## config.mk

```make
export PLATFORM = sky130hd
export DESIGN_NAME = fetch_prefetch_unit_flat
export DESIGN_NICKNAME = d
export VERILOG_FILES = /design/src/rtl/fetch_prefetch_unit_if.sv /design/src/rtl/fetch_prefetch_unit.sv /design/src/flat_wrapper.sv
export SDC_FILE = /design/constraint.sdc
export NUM_CORES = 1
export LEC_CHECK = 0
export CELL_PAD_IN_SITES_DETAIL_PLACEMENT = 0
export CELL_PAD_IN_SITES_GLOBAL_PLACEMENT = 1
export CORE_ASPECT_RATIO = 1.1
export CORE_MARGIN = 5
export CORE_UTILIZATION = 46
export DETAILED_ROUTE_END_ITERATION = 12
export PLACE_DENSITY_LB_ADDON = 0.05
export SYNTH_ARGS = -nofsm -noshare
export SYNTH_HDL_FRONTEND = slang
export SYNTH_SLANG_ARGS = --single-unit
export TNS_END_PERCENT = 20
```

## constraint.sdc

```tcl
create_clock -name clk -period 3.65 [get_ports clk]
set_input_delay 0.365 -clock clk [delete_from_list [all_inputs] [get_ports clk]]
set_output_delay 0.365 -clock clk [all_outputs]
set_load 0.02 [all_outputs]
```

## src/rtl/fetch_prefetch_unit_if.sv

```systemverilog
// Instruction-memory request/response bus between the fetch unit
// and instruction memory: single outstanding request, variable latency.
interface fetch_prefetch_unit_if;
   logic        imem_req;
   logic [31:0] imem_addr;
   logic        imem_gnt;
   logic        imem_rvalid;
   logic [31:0] imem_rdata;

   modport master (
      output imem_req,
      output imem_addr,
      input  imem_gnt,
      input  imem_rvalid,
      input  imem_rdata
   );

   modport slave (
      input  imem_req,
      input  imem_addr,
      output imem_gnt,
      output imem_rvalid,
      output imem_rdata
   );
endinterface

```

## src/rtl/fetch_prefetch_unit.sv

```systemverilog
// Fetch front end: owns the fetch PC, issues one outstanding imem
// request at a time and buffers returned words in a prefetch queue.
module fetch_prefetch_unit #(
   parameter logic [31:0] RESET_PC = 32'h0040_0000,
   parameter int          DEPTH    = 4
) (
   input  logic                     clk,
   input  logic                     reset,
   fetch_prefetch_unit_if.master    imem,
   input  logic                     redirect,
   input  logic [31:0]              redirect_pc,
   input  logic                     stallD,
   output logic                     validF,
   output logic [31:0]              instrF,
   output logic [31:0]              pcPlus4F,
   output logic [$clog2(DEPTH):0]   queue_count
);
   localparam int AW = $clog2(DEPTH);

   localparam logic [AW:0]   FULL    = (AW+1)'(DEPTH);
   localparam logic [AW:0]   CNT_ONE = (AW+1)'(1);
   localparam logic [AW-1:0] PTR_ONE = AW'(1);

   localparam logic [0:0] IDLE      = 1'b0;
   localparam logic [0:0] WAIT_RESP = 1'b1;

   logic [0:0]    state;
   logic [31:0]   fetch_pc;
   logic [31:0]   req_pc;
   logic          discard;
   logic [AW-1:0] head;
   logic [AW-1:0] tail;
   logic [AW:0]   count;
   logic [31:0]   q_instr [DEPTH];
   logic [31:0]   q_pc4   [DEPTH];

   logic grant;
   logic resp;
   logic push;
   logic pop;

   // The credit check keeps a response from ever landing in a full queue.
   always_comb begin
      imem.imem_req  = !reset && (state == IDLE) &&
                       !redirect && (count < FULL);
      imem.imem_addr = fetch_pc;
   end

   assign grant = imem.imem_req && imem.imem_gnt;
   assign resp  = (state == WAIT_RESP) && imem.imem_rvalid;
   assign push  = resp && !discard && !redirect;
   assign pop   = validF && !stallD && !redirect;

   assign validF      = (count != '0);
   assign instrF      = validF ? q_instr[head] : '0;
   assign pcPlus4F    = validF ? q_pc4[head] : '0;
   assign queue_count = count;

   always_ff @(posedge clk or posedge reset) begin
      if (reset) begin
         state    <= IDLE;
         fetch_pc <= RESET_PC;
         req_pc   <= RESET_PC;
         discard  <= 1'b0;
         head     <= '0;
         tail     <= '0;
         count    <= '0;
      end else if (redirect) begin
         fetch_pc <= {redirect_pc[31:2], 2'b00};
         head     <= '0;
         tail     <= '0;
         count    <= '0;
         if (resp) begin
            state   <= IDLE;
            discard <= 1'b0;
         end else if (state == WAIT_RESP) begin
            discard <= 1'b1;
         end
      end else begin
         if (grant) begin
            state    <= WAIT_RESP;
            req_pc   <= fetch_pc;
            fetch_pc <= fetch_pc + 32'd4;
         end
         if (resp) begin
            state   <= IDLE;
            discard <= 1'b0;
         end
         if (push)
            tail <= tail + PTR_ONE;
         if (pop)
            head <= head + PTR_ONE;
         if (push && !pop)
            count <= count + CNT_ONE;
         else if (pop && !push)
            count <= count - CNT_ONE;
      end
   end

   always_ff @(posedge clk) begin
      if (push) begin
         q_instr[tail] <= imem.imem_rdata;
         q_pc4[tail]   <= req_pc + 32'd4;
      end
   end
endmodule

```

## src/flat_wrapper.sv

```systemverilog
// flat-port wrapper written by rule: the top's interface ports become plain ports
module fetch_prefetch_unit_flat 
#(
   parameter logic [31:0] RESET_PC = 32'h0040_0000,
   parameter int          DEPTH    = 4
)
  (clk, reset, redirect, redirect_pc, stallD, validF, instrF, pcPlus4F, queue_count, imem_imem_req, imem_imem_addr, imem_imem_gnt, imem_imem_rvalid, imem_imem_rdata);
  fetch_prefetch_unit_if imem_i ();
  input  logic clk;
  input  logic reset;
  input  logic redirect;
  input  logic [31:0] redirect_pc;
  input  logic stallD;
  output logic validF;
  output logic [31:0] instrF;
  output logic [31:0] pcPlus4F;
  output logic [$clog2(DEPTH):0] queue_count;
  output wire logic [$bits(imem_i.imem_req)-1:0] imem_imem_req;
  output wire logic [$bits(imem_i.imem_addr)-1:0] imem_imem_addr;
  input wire logic [$bits(imem_i.imem_gnt)-1:0] imem_imem_gnt;
  input wire logic [$bits(imem_i.imem_rvalid)-1:0] imem_imem_rvalid;
  input wire logic [$bits(imem_i.imem_rdata)-1:0] imem_imem_rdata;
  assign imem_imem_req = imem_i.imem_req;
  assign imem_imem_addr = imem_i.imem_addr;
  assign imem_i.imem_gnt = imem_imem_gnt;
  assign imem_i.imem_rvalid = imem_imem_rvalid;
  assign imem_i.imem_rdata = imem_imem_rdata;
  fetch_prefetch_unit #(.RESET_PC(RESET_PC), .DEPTH(DEPTH)) u_core (.clk(clk), .reset(reset), .imem(imem_i), .redirect(redirect), .redirect_pc(redirect_pc), .stallD(stallD), .validF(validF), .instrF(instrF), .pcPlus4F(pcPlus4F), .queue_count(queue_count));
endmodule
```

==> flow_summary.ini, run 1 <==
[sta]
finalHoldViolCount = 0
rsz0062_at_grt = false
timing.final.crit_share_pct = 84.9
hold_slack_ps = 414
clock.fmax_mhz = 323
relSlewSlack_pct = 32.2
tightest_slew_ps = 1020
finalSetupViolCount = 0
period_minus_slack_ps = 3100
skew_ps = 11.3
tns_ps = 0
slew_viol_final = 0

[logic_synthesis]
post_synth_mux_area_share_pct = 10.8
synth_compound_gate_area_share_pct = 3.22
yosys_warnings = 0
syn_inst = 870
ys_types = 50
ys_seq_area_share_pct = 68.8
synth_top_family_by_area = simple AND/OR/NAND/NOR gates
postSynth.asyncResetShare_pct = 21.8
avgSynthCellArea_sq_um = 15.3
synth.cell_area_sq_mm = 0.0133
synth_edf_count = 248
yosys.area_share.adder_pct = 0.713
synth-main-ff-cell = edfxtp_1
ys_seq_elements = 317
synth-simple-area-share_pct = 12.2
synth_xor_area_share_pct = 2.30

[pwr]
p_per_area_mw_per_mm2 = 696
switching_power_mw = 3.48
internal_power_mw = 8.07
pwr-share-seq_pct = 40.4
power_frac_comb_pct = 31.0
total_power_mw = 11.6
ir_drop_mv = 0.489
p_leak_nw = 5.76
p_sw_share_pct = 30.1
p_clk_share_pct = 28.7

[global_route]
grt_start_max_net_pins = 64
grt_pass1_wl_um = 43900
grt_usage_pct = 17.0
grt_pass1_vias = 7943
overflow = 0
antenna_found_initial = 0

[placement]
hpwl_um = 17300
dp_cells = 1377
io_buffer_count = 164
gp_congestion = 0.793

[floorplan]
dieWidth_um = 172
die-area_sq_mm = 0.0325
die_h_um = 189
rows = 65
coreArea_sq_mm = 0.0286
pin_count = 171
initial_core_util_pct = 46.6

[clock_network]
cts_buffers = 34
insertion_delay_ps = 490
ctsLongestPathBuffers = 3
cts_tree = yes
root_buffer = clkbuf_16
post_cts_buffers = 0
path_clk_slew_ps = 60
cts.sinks = 317
cts_hold_buffers = 0
cts_resized = 0
htreeDepth = 2

[cells_and_area]
fillers = 2273
fin_util_pct = 58.0
layout_commonest_cell = edfxtp_1
area_growth_pct = 24.3
stdcell_count = 1439
mostFrequentLayoutCells = edfxtp_1 (248), clkdlybuf4s50_1 (164), nand2_1 (125), nor2b_1 (65), dfrtp_1 (65)
fin_nets = 1122
layout-drive-gt1-share_pct = 13.4
num_antenna_cells = 0

[critical_path]
reg2reg_slack_ps = 1380
end_kind = output port
crit_type = reg2out
startpoint_type = flop
crit_fanout = 61
required_ps = 3280
cp.arrival_ps = 2730

[route]
routedWlPerCell_um = 19.0
drtIter0Drc = 448
vias_per_cell = 5.31
wl_um = 27400
drc = 0
drt-pass1-iter-count = 4
vias = 7643
drtAntennaViolNets = 0

[min_path]
hold_class = in2reg

[flow_run]
max_cap_viol_count = 0

[outcome]
status = completed
-- worst paths after layout --
path                                                    endpoint                     startpoint  cells past startpoint
setup / recovery                                    pcPlus4F[17]     u_core.head[0]$_DFFE_PP0P_                      4
hold / removal              u_core.imem.imem_addr[2]$_DFFE_PP0N_                 redirect_pc[2]                      3
setup reg to reg                   u_core.q_pc4[2][28]$_DFFE_PP_   u_core.req_pc[3]$_DFFE_PP0P_                      6
hold reg to reg                    u_core.req_pc[22]$_DFFE_PP1P_  u_core.req_pc[22]$_DFFE_PP1P_                      2
max in group asynchronous  u_core.imem.imem_addr[22]$_DFFE_PP1N_                          reset                      3
min in group asynchronous               u_core.state$_DFFE_PP0P_                          reset                      2
-- cell families after synthesis --
group	count (synthesis)
buffers and inverters	59
muxes	66
xor gates and xnor gates	35
other	1
AOI/OAI and AO/OA	66
DFF	317
adders and majority gates	7
and+or+nand+nor	319
-- layout make-up --
type	instances	area (sq um)	share of cell area [%]
clock inverters	16	120	0.724
inverters	14	52.6	0.317
clock buffers	46	980	5.90
repair buffers	181	1870	11.3
multi-input cells	497	3930	23.7
flip-flops and latches	317	9180	55.3
well taps	368	460	2.78
-- state kept, by name, indices dropped and copies added, names as in the netlist --
name and cells:
u_core.req_pc 30, u_core.imem.imem_addr 30, u_core.tail 2, u_core.q_instr 128, u_core.head 2, u_core.queue_count 3
u_core.state 1, u_core.discard 1, u_core.q_pc4 120
-- synth_stat cells, drive strengths merged (13+ instances only) --
cell type  count  area share [%]
edfxtp       248              56
nand2        126             3.5
dfrtp         67              13
nor2b         65             3.0
mux4          62              10
nand3         31             1.2
nor2          28            0.81
o21ai         24            0.90
clkbuf        23            0.65
buf           22            0.93
xnor2         22             1.4
inv           14            0.39
nand4         14            0.70
xor2          13            0.85
-- through the flow --
| stage | setup slack [ps] | area [sq um] |
|---|---|---|
| after global placement | 1010 | 15500 |
| final | 551 | 16600 |
| after global routing | 396 | 16600 |
| after floorplan | 877 | 13400 |
| after CTS | 479 | 16600 |
| after detailed placement | 1010 | 15500 |
-- power by group through the flow --
stage | clock, mW | combinational [mW] | sequential [mW]
4_1_cts | 3.40 | 3.66 | 4.67
5_1_grt | 3.57 | 3.89 | 4.71
3_5_place_dp | 0 | 3.65 | 4.74
6_report | 3.31 | 3.58 | 4.67
3_3_place_gp | 0 | 3.63 | 4.73
2_1_floorplan | 0 | 2.13 | 4.71
-- worst max-delay path, stage by stage, from the launching register on --
cell and delay (ps):
dfrtp_4 460, buf_12 420, mux4_2 580, nor2b_1 140, clkdlybuf4s50_1 580
-- routing by layer --
metal	global-route usage (%)	routed length (um)	vias up
li1	-	-	3617
met1	24.2	12200	3813
met2	27.6	13300	177
met3	3.52	1570	36
met4	3.33	409	0
met5	0	0	-
(Power assumes the default switching activity.)
==> run 2: changes to the inputs <==
clock period = 2.9 ns   (was 3.65 ns; I/O delays follow)
==> flow_summary.ini, run 2 (synthesized netlist as in run 1, its figures left out) <==
[placement]
post-place-ws_ps = 457
gp_congestion = 0.837
hpwl_um = 18900
io_buffer_count = 164

[floorplan]
pin_count = 171
rows = 65
die_h_um = 189
dieWidth_um = 172
die-area_sq_mm = 0.0325
initial_core_util_pct = 46.6
coreArea_sq_mm = 0.0286

[global_route]
overflow = 0
antenna_found_initial = 0
grt_pass1_vias = 8037
grt_start_max_net_pins = 64
grt_usage_pct = 17.3
grt_pass1_wl_um = 44700

[sta]
clock.fmax_mhz = 355
skew_ps = 12.5
tightest_slew_ps = 607
hold_slack_ps = 225
setup_ws_ps = 86.8
finalSetupViolCount = 0
slew_viol_final = 0
timing.final.crit_share_pct = 97.0
period_minus_slack_ps = 2810
tns_ps = 0
finalHoldViolCount = 0
relSlewSlack_pct = 59.5

[cells_and_area]
mostFrequentLayoutCells = edfxtp_1 (248), clkdlybuf4s50_1 (157), nand2_1 (125), nor2b_1 (65), dfrtp_1 (65)
fin_nets = 1143
largest_reg_flops = 128
top_register = u_core.q_instr
fin_util_pct = 59.0
fillers = 2245
layout_commonest_cell = edfxtp_1
num_antenna_cells = 0
area_growth_pct = 26.6
layout-drive-gt1-share_pct = 15.3
reg_top3 = u_core.q_instr x128, u_core.q_pc4 x120

[clock_network]
cts.sinks = 317
ctsLongestPathBuffers = 3
htreeDepth = 1
cts_buffers = 31
path_clk_slew_ps = 60
insertion_delay_ps = 550
cts_tree = yes
root_buffer = clkbuf_16

[route]
wl_um = 27700
drt-pass1-iter-count = 5
drtAntennaViolNets = 0
drc = 0
vias = 7686
drtIter0Drc = 477
routedWlPerCell_um = 19.0
vias_per_cell = 5.27

[pwr]
p_leak_nw = 6.01
p_per_area_mw_per_mm2 = 868
ir_drop_mv = 0.594

[critical_path]
critPathSlowestCell = clkdlybuf4s50_1
required_ps = 2610
slowest_delay_ps = 550
startpoint_type = flop
path_cells = buf_12 -> buf_12 -> mux4_2 -> nor2b_1 -> clkdlybuf4s50_1
crit_fanout = 13
reg2reg_depth = 6
end_kind = output port
cp.depth = 5
critPathBufInv = 3
crit_type = reg2out
cp.arrival_ps = 2520
cp_top_family = buffers and inverters
crit_top_cell = buf_12

[outcome]
status = completed

[flow_run]
max_cap_viol_count = 0

[min_path]
hold_class = in2async
==> run 2: cell types whose count changed in the layout (fill, tap and decap cells not counted), moves of 2 or more <==
| cell | before | now |
|---|---|---|
| buf_4 | 9 | 23 |
| clkinv_2 | 6 | 4 |
| clkbuf_16 | 37 | 34 |
| clkinv_1 | 8 | 3 |
| clkdlybuf4s50_1 | 164 | 157 |
| buf_12 | 8 | 18 |
| dlymetal6s2s_1 | 0 | 7 |
| clkbuf_8 | 2 | 4 |
==> run 2: final timing paths <==
kind                                                              end  slack, ps                           from
worst min register to register          u_core.req_pc[22]$_DFFE_PP1P_        500  u_core.req_pc[22]$_DFFE_PP1P_
min in group clk                 u_core.imem.imem_addr[2]$_DFFE_PP0N_        290                 redirect_pc[2]
worst max register to register          u_core.q_pc4[1][26]$_DFFE_PP_        790   u_core.req_pc[2]$_DFFE_PP0P_
max in group asynchronous       u_core.imem.imem_addr[22]$_DFFE_PP1N_       2020                          reset
worst min-delay path                       u_core.discard$_DFFE_PP0P_        230                          reset
worst max-delay path                                     pcPlus4F[26]         90     u_core.head[0]$_DFFE_PP0P_
==> run 2: what timing repair did <==
| action | 4_1_cts | 5_1_grt |
|---|---|---|
| hold buffers | 0 | 0 |
| gates resized for setup | 0 | 8 |
| endpoints found under the hold margin | 0 | 0 |
| setup buffers | 4 | 0 |
| endpoints found under the setup margin | 51 | 24 |
==> run 2: per-layer routing <==
metal	part of all wire (%)	vias to the layer above	wire, um	global-route usage [%]
met5	0	-	0	0
li1	-	3667	-	-
met3	6.0	25	1660	2.98
met1	43	3793	12000	24.2
met4	1.3	0	356	3.36
met2	49	201	13700	29.0
==> run 2: area by class of cell <==
cell class	instances	area, sq um	share of cell area, %
Clock inverter	12	138	0.815
Sequential cell	317	9180	54.4
Inverter	14	52.6	0.311
Clock buffer	46	936	5.54
Multi-Input combinational cell	497	3930	23.3
Tap cell	368	460	2.73
Timing Repair Buffer	205	2190	13.0
==> run 2: where the power goes <==
group          switching (mW)  total [mW]  leakage, nW  internal (mW)
Combinational            2.37        4.67         2.38           2.30
Clock                    1.62        4.11        0.525           2.49
Sequential              0.403        5.88         3.10           5.48
Total                    4.39        14.7         6.01           10.3
==> run 2: through the flow <==
step,power (mW),std cells,instance area (sq um)
floorplan,8.61,873,13400
global placement,10.7,1397,15800
detailed placement,10.7,1397,15800
CTS,14.9,1459,16900
global route,15.5,1459,16900
finish,14.7,1459,16900
==> run 2: worst reg2reg max path, delay by kind of cell (launching register included) <==
family / cells / cell delay [ps]
AND/OR/NAND/NOR: 4 / 1050
adder cells (fa/ha/maj): 1 / 200
flip-flops: 1 / 390
XOR/XNOR: 1 / 280
==> run 3: changes to the inputs <==
ABC_CLOCK_PERIOD_IN_PS = 2900   (was not set)
GPL_TIMING_DRIVEN = 0   (was not set)
SLEW_MARGIN = 10   (was not set)
==> flow_summary.ini, run 3 (synthesized netlist as in run 1, its figures left out) <==
[sta]
relSlewSlack_pct = 50.8
period_minus_slack_ps = 2830
clock.fmax_mhz = 353
timing.final.crit_share_pct = 97.6
rsz0062_at_grt = true
finalHoldViolCount = 0
skew_ps = 14.4
hold_slack_ps = 150
tns_ps = 0
tightest_slew_ps = 731
slew_viol_final = 0
finalSetupViolCount = 0

[min_path]
hold_class = in2async

[clock_network]
insertion_delay_ps = 550
path_clk_slew_ps = 70
ctsLongestPathBuffers = 3
cts_buffers = 31
htreeDepth = 1
cts_hold_buffers = 0
root_buffer = clkbuf_16
cts.sinks = 317
cts_tree = yes

[global_route]
grt_pass1_wl_um = 46200
grt_start_max_net_pins = 47
antenna_found_initial = 0
grt_usage_pct = 17.9
overflow = 0
grt_pass1_vias = 8301

[route]
wl_um = 28800
drc = 0
drt-pass1-iter-count = 5
vias_per_cell = 5.31
routedWlPerCell_um = 19.6
drtIter0Drc = 526
drtAntennaViolNets = 0
vias = 7796

[cells_and_area]
top_register = u_core.q_instr
area_growth_pct = 26.2
reg_top3 = u_core.q_instr x128, u_core.q_pc4 x120
fillers = 2291
fin_nets = 1153
largest_reg_flops = 128
fin_util_pct = 58.8
layout-drive-gt1-share_pct = 15.1
stdcell_count = 1468
layout_commonest_cell = edfxtp_1
num_antenna_cells = 0
mostFrequentLayoutCells = edfxtp_1 (248), nand2_1 (126), clkdlybuf4s50_1 (123), dfrtp_1 (66), nor2b_1 (65)

[floorplan]
rows = 65
pin_count = 171
die-area_sq_mm = 0.0325
die_h_um = 189
coreArea_sq_mm = 0.0286
initial_core_util_pct = 46.6
dieWidth_um = 172

[placement]
io_buffer_count = 164
gp_congestion = 0.875
hpwl_um = 19700
dp_cells = 1410

[critical_path]
required_ps = 2610
startpoint_type = flop
cp.arrival_ps = 2540
cp_top_family = buffers and inverters
slowest_delay_ps = 550
crit_top_cell = buf_6
crit_fanout = 10
crit_type = reg2out
critPathSlowestCell = clkdlybuf4s50_1
end_kind = output port
critPathBufInv = 3
path_cells = buf_6 -> buf_6 -> mux4_2 -> nor2b_1 -> clkdlybuf4s50_1

[pwr]
ir_drop_mv = 0.582
total_power_mw = 14.7
p_per_area_mw_per_mm2 = 870
p_leak_nw = 6.38

[outcome]
status = completed

[flow_run]
max_cap_viol_count = 0
-- run 3: cell types whose count changed in the layout (fill, tap and decap cells not counted), moves of 8 or more --
cell,delta
buf_6,+8
clkdlybuf4s50_1,-34
clkbuf_1,+8
buf_12,-16
dlymetal6s2s_1,+24
dlygate4sd2_1,+10
buf_4,-17
-- run 3: what timing repair did --
action / in CTS / in global routing
pin swaps: 1 / 0
gates resized for setup: 31 / 37
buffers inserted: 2 / 0
endpoints found under the setup margin: 63 / 50
-- run 3: final timing paths --
path                                                         from  cells after the start                              endpoint  slack [ps]
worst max-delay path                   u_core.head[0]$_DFFE_PP0P_                      5                          pcPlus4F[25]          70
worst min-delay path                                        reset                      2            u_core.tail[0]$_DFFE_PP0P_         150
worst max register to register  u_core.queue_count[2]$_DFFE_PP0P_                      8     u_core.queue_count[2]$_DFFE_PP0P_         440
worst min register to register      u_core.req_pc[22]$_DFFE_PP1P_                      2         u_core.req_pc[22]$_DFFE_PP1P_         480
max in group asynchronous                                   reset                      3         u_core.req_pc[22]$_DFFE_PP1P_        2140
min in group clk                                   redirect_pc[2]                      3  u_core.imem.imem_addr[2]$_DFFE_PP0N_         290
-- run 3: report_power, final --
group          total, mW  switching, mW  leakage, nW  internal [mW]
logic               4.59           2.43         2.75           2.16
registers           5.87          0.391         3.10           5.47
clock network       4.19           1.69        0.524           2.51
-- run 3: layout make-up --
class                           instances  area (sq um)  share of cell area [%]
Tap cell                              368           460                    2.73
Sequential cell                       317          9180                    54.5
Timing Repair Buffer                  171          1860                    11.1
Multi-Input combinational cell        497          3930                    23.3
Inverter                               14          55.1                   0.327
Clock inverter                         19           226                    1.34
Buffer                                 44           262                    1.55
Clock buffer                           38           873                    5.18
-- run 3: metrics by stage --
step / worst slack, ps / instance area, sq um
after CTS: 3.60 / 16800
after global routing: -47.0 / 16800
after floorplan: 127 / 13400
after global placement: -1880 / 15500
final: 68.7 / 16800
after detailed placement: -484 / 15600
-- run 3: worst reg2reg max path: stages (launching register included) --
cell and delay (ps):
dfrtp_1 540, nor3_4 70, buf_12 160, nor2_1 350, nor3_1 120, fa_1 400
or3_1 400, a21o_1 190, a21oi_1 150
-- run 3: metal layers --
layer	track usage [%]	wire length, um
met1	25.3	12600
met2	29.4	14000
met3	3.21	1770
met4	3.99	505
met5	0	0
